File: config.mk
export PLATFORM = sky130hd
export DESIGN_NAME = ext_int_controller_flat
export DESIGN_NICKNAME = d
export VERILOG_FILES = /design/src/rtl/ext_int_pkg.sv /design/src/rtl/ext_int_if.sv /design/src/rtl/ext_int_sync.sv /design/src/rtl/ext_int_controller.sv /design/src/flat_wrapper.sv
export SDC_FILE = /design/constraint.sdc
export NUM_CORES = 1
export LEC_CHECK = 0
export CAP_MARGIN = 5
export CORE_MARGIN = 2
export CORE_UTILIZATION = 45
export DETAILED_ROUTE_END_ITERATION = 6
export PLACE_DENSITY = 0.82
export SYNTH_ARGS = -nofsm -noshare
export SYNTH_HDL_FRONTEND = slang
export SYNTH_SLANG_ARGS = --single-unit
File: constraint.sdc
create_clock -name boardClk -period 3.28 [get_ports boardClk]
set_input_delay 0.492 -clock boardClk [delete_from_list [all_inputs] [get_ports boardClk]]
set_output_delay 0.492 -clock boardClk [all_outputs]
set_load 0.02 [all_outputs]
File: src/rtl/ext_int_pkg.sv
// Shared types and constants for the external interrupt controller.
package ext_int_pkg;

  localparam int VEC_W = 3;

  typedef enum logic [1:0] {
    IDLE    = 2'd0,
    REQ     = 2'd1,
    SERVICE = 2'd2
  } state_t;

  localparam logic [1:0] ADDR_ENABLE  = 2'd0;
  localparam logic [1:0] ADDR_PENDING = 2'd1;
  localparam logic [1:0] ADDR_STATUS  = 2'd2;
  localparam logic [1:0] ADDR_TRIGGER = 2'd3;

  function automatic logic [7:0] status_word(input state_t s, input logic req,
                                             input logic [VEC_W-1:0] vec);
    return {s, req, 2'b00, vec};
  endfunction

endpackage

File: src/rtl/ext_int_if.sv
// CPU-facing config port and irq handshake, plus debug taps of FSM state and synchronised pins.
interface ext_int_if
  import ext_int_pkg::*;
#(
  parameter int NUM_LINES = 3
);
  logic                 cfgWe;
  logic [1:0]           cfgAddr;
  logic [7:0]           cfgWdata;
  logic [7:0]           cfgRdata;
  // irqReq is held while a request is outstanding; a one-cycle irqAck accepts it,
  // a later one-cycle irqDone ends service. Pulses outside those phases are ignored.
  logic                 irqReq;
  logic [VEC_W-1:0]     irqVector;
  logic                 irqAck;
  logic                 irqDone;
  state_t               dbgState;
  logic [NUM_LINES-1:0] dbgLevel;

  modport master (
    output cfgWe, cfgAddr, cfgWdata, irqAck, irqDone,
    input  cfgRdata, irqReq, irqVector, dbgState, dbgLevel
  );

  modport slave (
    input  cfgWe, cfgAddr, cfgWdata, irqAck, irqDone,
    output cfgRdata, irqReq, irqVector, dbgState, dbgLevel
  );

endinterface

File: src/rtl/ext_int_sync.sv
// Per-line synchroniser chain followed by a previous-value register for rising-edge detection.
module ext_int_sync #(
  parameter int SYNC_STAGES = 2
) (
  input  logic clk,
  input  logic rst,
  input  logic i_async,
  output logic o_level,
  output logic o_rise
);

  logic [SYNC_STAGES-1:0] r_sync;
  logic                   r_prev;

  always_ff @(posedge clk or posedge rst) begin
    if (rst) begin
      r_sync <= '0;
      r_prev <= 1'b0;
    end else begin
      r_sync <= {r_sync[SYNC_STAGES-2:0], i_async};
      r_prev <= r_sync[SYNC_STAGES-1];
    end
  end

  assign o_level = r_sync[SYNC_STAGES-1];
  assign o_rise  = r_sync[SYNC_STAGES-1] & ~r_prev;

endmodule

File: src/rtl/ext_int_controller.sv
// Fixed-priority external interrupt controller with req/ack/done sequencing to the CPU.
// Define EXTINT_LEVEL_TRIGGER_EN to add the per-line level-trigger register at address 3.
module ext_int_controller
  import ext_int_pkg::*;
#(
  parameter int NUM_LINES   = 3,
  parameter int SYNC_STAGES = 2
) (
  input  logic                 boardClk,
  input  logic                 reset,
  input  logic [NUM_LINES-1:0] extInt,
  ext_int_if.slave             bus
);

  logic [NUM_LINES-1:0] w_level;
  logic [NUM_LINES-1:0] w_rise;

  for (genvar g = 0; g < NUM_LINES; g++) begin : g_line
    ext_int_sync #(.SYNC_STAGES(SYNC_STAGES)) u_sync (
      .clk     (boardClk),
      .rst     (reset),
      .i_async (extInt[g]),
      .o_level (w_level[g]),
      .o_rise  (w_rise[g])
    );
  end

  state_t               r_state;
  state_t               w_state_nxt;
  logic [VEC_W-1:0]     r_vector;
  logic [VEC_W-1:0]     w_vector_nxt;
  logic [NUM_LINES-1:0] r_enable;
  logic [NUM_LINES-1:0] w_enable_nxt;
  logic [NUM_LINES-1:0] r_pending;
  logic [NUM_LINES-1:0] w_pending_nxt;
  logic [NUM_LINES-1:0] w_elig;
  logic [NUM_LINES-1:0] w_vec_oh;
  logic [NUM_LINES-1:0] w_ack_clr;
  logic [NUM_LINES-1:0] w_w1c;
  logic [VEC_W-1:0]     w_winner;
  logic                 w_we_enable;
  logic                 w_we_pending;
  logic                 w_req;
  logic [7:0]           w_rdata;
  logic                 w_unused_wdata;

  assign w_we_enable    = bus.cfgWe && (bus.cfgAddr == ADDR_ENABLE);
  assign w_we_pending   = bus.cfgWe && (bus.cfgAddr == ADDR_PENDING);
  assign w_enable_nxt   = w_we_enable ? bus.cfgWdata[NUM_LINES-1:0] : r_enable;
  assign w_elig         = r_pending & r_enable;
  assign w_req          = (r_state == REQ);
  assign w_unused_wdata = ^bus.cfgWdata;

  always_comb begin
    w_winner = '0;
    for (int i = NUM_LINES - 1; i >= 0; i--) begin
      if (w_elig[i]) w_winner = VEC_W'(i);
    end
  end

  always_comb begin
    w_vec_oh = '0;
    for (int i = 0; i < NUM_LINES; i++) begin
      w_vec_oh[i] = (r_vector == VEC_W'(i));
    end
  end

  assign w_ack_clr = (w_req && bus.irqAck) ? w_vec_oh : '0;
  assign w_w1c     = w_we_pending ? bus.cfgWdata[NUM_LINES-1:0] : '0;

`ifdef EXTINT_LEVEL_TRIGGER_EN
  logic [NUM_LINES-1:0] r_trigger;
  logic                 w_we_trigger;

  assign w_we_trigger = bus.cfgWe && (bus.cfgAddr == ADDR_TRIGGER);

  always_ff @(posedge boardClk or posedge reset) begin
    if (reset) r_trigger <= '0;
    else if (w_we_trigger) r_trigger <= bus.cfgWdata[NUM_LINES-1:0];
  end

  // Level lines mirror the synchronised pin, so neither ack nor W1C can clear them while it is high.
  always_comb begin
    w_pending_nxt = w_rise | (r_pending & ~(w_ack_clr | w_w1c));
    w_pending_nxt = (w_pending_nxt & ~r_trigger) | (w_level & r_trigger);
  end
`else
  // A new edge overrides a same-cycle clear.
  always_comb begin
    w_pending_nxt = w_rise | (r_pending & ~(w_ack_clr | w_w1c));
  end
`endif

  always_comb begin
    w_state_nxt  = r_state;
    w_vector_nxt = r_vector;
    case (r_state)
      IDLE: begin
        if (|w_elig) begin
          w_state_nxt  = REQ;
          w_vector_nxt = w_winner;
        end
      end
      REQ: begin
        if (bus.irqAck) w_state_nxt = SERVICE;
        else if (~|(w_enable_nxt & w_vec_oh)) w_state_nxt = IDLE;
      end
      SERVICE: begin
        if (bus.irqDone) w_state_nxt = IDLE;
      end
      default: w_state_nxt = IDLE;
    endcase
  end

  always_ff @(posedge boardClk or posedge reset) begin
    if (reset) begin
      r_state   <= IDLE;
      r_vector  <= '0;
      r_enable  <= '0;
      r_pending <= '0;
    end else begin
      r_state   <= w_state_nxt;
      r_vector  <= w_vector_nxt;
      r_enable  <= w_enable_nxt;
      r_pending <= w_pending_nxt;
    end
  end

  always_comb begin
    w_rdata = '0;
    case (bus.cfgAddr)
      ADDR_ENABLE:  w_rdata[NUM_LINES-1:0] = r_enable;
      ADDR_PENDING: w_rdata[NUM_LINES-1:0] = r_pending;
      ADDR_STATUS:  w_rdata = status_word(r_state, w_req, r_vector);
      default: begin
`ifdef EXTINT_LEVEL_TRIGGER_EN
        w_rdata[NUM_LINES-1:0] = r_trigger;
`else
        w_rdata = '0;
`endif
      end
    endcase
  end

  assign bus.cfgRdata  = w_rdata;
  assign bus.irqReq    = w_req;
  assign bus.irqVector = r_vector;
  assign bus.dbgState  = r_state;
  assign bus.dbgLevel  = w_level;

endmodule

File: src/flat_wrapper.sv
// flat-port wrapper written by rule: the top's interface ports become plain ports
module ext_int_controller_flat import ext_int_pkg::*;
#(
  parameter int NUM_LINES   = 3,
  parameter int SYNC_STAGES = 2
)
  (boardClk, reset, extInt, bus_cfgWe, bus_cfgAddr, bus_cfgWdata, bus_irqAck, bus_irqDone, bus_cfgRdata, bus_irqReq, bus_irqVector, bus_dbgState, bus_dbgLevel);
  ext_int_if #(.NUM_LINES(NUM_LINES)) bus_i ();
  input  logic boardClk;
  input  logic reset;
  input  logic [NUM_LINES-1:0] extInt;
  input wire logic [$bits(bus_i.cfgWe)-1:0] bus_cfgWe;
  input wire logic [$bits(bus_i.cfgAddr)-1:0] bus_cfgAddr;
  input wire logic [$bits(bus_i.cfgWdata)-1:0] bus_cfgWdata;
  input wire logic [$bits(bus_i.irqAck)-1:0] bus_irqAck;
  input wire logic [$bits(bus_i.irqDone)-1:0] bus_irqDone;
  output wire logic [$bits(bus_i.cfgRdata)-1:0] bus_cfgRdata;
  output wire logic [$bits(bus_i.irqReq)-1:0] bus_irqReq;
  output wire logic [$bits(bus_i.irqVector)-1:0] bus_irqVector;
  output wire logic [$bits(bus_i.dbgState)-1:0] bus_dbgState;
  output wire logic [$bits(bus_i.dbgLevel)-1:0] bus_dbgLevel;
  assign bus_i.cfgWe = bus_cfgWe;
  assign bus_i.cfgAddr = bus_cfgAddr;
  assign bus_i.cfgWdata = bus_cfgWdata;
  assign bus_i.irqAck = bus_irqAck;
  assign bus_i.irqDone = bus_irqDone;
  assign bus_cfgRdata = bus_i.cfgRdata;
  assign bus_irqReq = bus_i.irqReq;
  assign bus_irqVector = bus_i.irqVector;
  assign bus_dbgState = bus_i.dbgState;
  assign bus_dbgLevel = bus_i.dbgLevel;
  ext_int_controller #(.NUM_LINES(NUM_LINES), .SYNC_STAGES(SYNC_STAGES)) u_core (.boardClk(boardClk), .reset(reset), .extInt(extInt), .bus(bus_i));
endmodule
==> impl_metrics.yaml <==
global_route:
  grt_use_total_pct: 15.0
  grt_pass1_vias: 630
  grt_pass1_wl_um: 2750
  antenna_found_initial: 0
  grt_remaining_overflow: 0
  grt_max_degree: 20
cells_and_area:
  drive_above_1_share_pct: 11.5
  fill_cells: 174
  syn2layout_area_growth_pct: 30.4
  antenna_cells: 0
  nets: 123
  stdcell_count: 131
  final_cell_mix: "clkdlybuf4s50_1, dfrtp_1, nand2_1"
  final_common_cell: "clkdlybuf4s50_1"
synth:
  synth_cells: 79
  synth-edff-count: 0
  ys_ff_latch: 19
  syn_area_per_cell_um2: 11.3
  synthFlopType: "dfrtp_1"
  async_flop_share_pct: 100
  ys_types: 26
  yosysWarnings: 0
  syn-cell-area_um2: 892
  yosysSeqAreaShare_pct: 53.3
drt:
  vias: 671
  avgRoutedWirePerCell_um: 12.8
  drt-pass1-iter-count: 4
  drc: 0
  final_antenna_net_count: 0
  viasPerCell: 5.12
  finalWirelength_um: 1680
  drtIter0Drc: 11
floorplan:
  rows: 16
  initial_utilization_pct: 46.4
  die_height_um: 48.5
  die_w_um: 48.5
  core_um2: 1920
  fp.dieArea_um2: 2350
  ios: 35
place:
  dp_hpwl_um: 1300
  routabilityCongestion: 0.843
  numPortBuffers: 26
  place_inst: 127
sta:
  fin_skew_ns: 0.00719
  period_needed_ns: 2.61
  tightest_slew_ns: 0.681
  slew_headroom_pct: 54.5
  max_freq_ghz: 0.383
  slew_viol_final: 0
  rsz0062_at_grt: "false"
  timing.final.crit_share_pct: 79.6
  hold_viol_final: 0
  setup_viol: 0
  setup_tns_ns: 0
run:
  maxCapViolCount: 0
clocking:
  clock_path_buffers: 2
  clkTransAtPathRegs_ns: 0.10
  clock_latency_ns: 0.29
  cts_buffers: 3
  clock-root-buffer: "clkbuf_4"
  cts.sinks: 19
  htreeDepth: 1
  post-cts-setup-buffer-count: 0
  post_cts_resized: 0
  cts_tree: "yes"
  ctsHoldBuffers: 0
worst_setup_path:
  critPathMaxFanout: 6
  arrival_ns: 2.12
  criticalPathCategory: "in -> out"
  endpoint_kind: "primary output"
  cp.required_ns: 2.79
  cp-start-kind: "input pin"
power_and_ir_drop:
  leakage_nw: 0.496
  powerDensity_nw_per_um2: 679
  peakVddDrop_mv: 0.314
  fin_total_pwr_uw: 791
min_path:
  hold_path_class: "reg -> reg"
status:
  outcome: "finished clean"
[worst max-delay path, cell delays in order]
cell             delay [ns]
clkdlybuf4s50_1        0.64
and2b_2                0.29
and2_1                 0.16
clkdlybuf4s50_1        0.54
[metrics by stage]
stage	setup slack, ns	util (%)	hold WS, ns	cell area, um^2
final	0.670	60.5	0.361	1160
after global routing	0.600	60.5	0.371	1160
after CTS	0.656	60.5	0.365	1160
after detailed placement	0.659	59.2	0.340	1140
after global placement	0.680	59.2	0.337	1140
after floorplan	1.55	-	0.331	900
[synth_stat cells, types with 2 or more instances]
master / n / area share, %
and2_1: 3 / 2.1
mux2i_1: 3 / 3.4
nor3_1: 2 / 1.1
buf_4: 6 / 5.0
o311ai_0: 3 / 2.9
nor2_1: 3 / 1.3
dfrtp_1: 19 / 53
o21ai_0: 7 / 3.9
inv_1: 7 / 2.9
nand2_1: 9 / 3.8
mux2_2: 2 / 2.5
[sequential cells by signal, summed over array words and instances (netlist names)]
register,count
u_core.r_enable,3
u_core.g_line.u_sync.r_prev,3
u_core.bus.irqVector,2
u_core.r_pending,3
u_core.bus.dbgState,2
u_core.g_line.u_sync.r_sync,6
[cells by family after synthesis]
logic type      after synthesis  synth area share [%]
mux                           7                  10.1
compound gates               15                  12.3
other cells                   1                 0.420
simple gates                 23                  14.6
flops                        19                  53.3
buf+inv                      14                  9.26
[power by group]
part	switching (mW)	internal, mW	leakage [nW]
clock	0.0653	0.0473	0.0150
sequential	0.0704	0.283	0.221
combinational	0.162	0.162	0.260
[layer usage]
metal,GRT usage (%),vias to the layer above,part of all wire [%]
met1,17.6,320,43
met5,0,-,0
met3,4.32,3,7.1
li1,-,317,-
met4,5.71,0,1.4
met2,25.9,31,48
[cell type report]
class / count / area, um^2 / area share (%)
tap: 27 / 33.8 / 2.90
multi-input combinational: 48 / 342 / 29.4
clock buffer: 4 / 26.3 / 2.26
sequential: 19 / 475 / 40.9
timing repair buffer: 26 / 260 / 22.4
inverter: 7 / 26.3 / 2.26
[worst paths after layout]
| check | startpoint | endpoint | slack, ns | cells after the start |
|---|---|---|---|---|
| setup / recovery | bus_cfgAddr[0] | bus_cfgRdata[7] | 0.67 | 4 |
| min in group asynchronous | reset | u_core.g_line[2].u_sync.r_sync[0] | 0.59 | 2 |
| max in group asynchronous | reset | u_core.g_line[0].u_sync.r_sync[1] | 2.26 | 2 |
| setup reg to reg | u_core.bus.irqVector[1] | u_core.bus.dbgState[0] | 1.76 | 3 |
| hold reg to reg | u_core.g_line[1].u_sync.r_sync[0] | u_core.g_line[1].u_sync.r_sync[1] | 0.36 | 0 |
| hold / removal | u_core.g_line[1].u_sync.r_sync[0] | u_core.g_line[1].u_sync.r_sync[1] | 0.36 | 0 |
No activity file was read; power rests on OpenSTA's default activity.
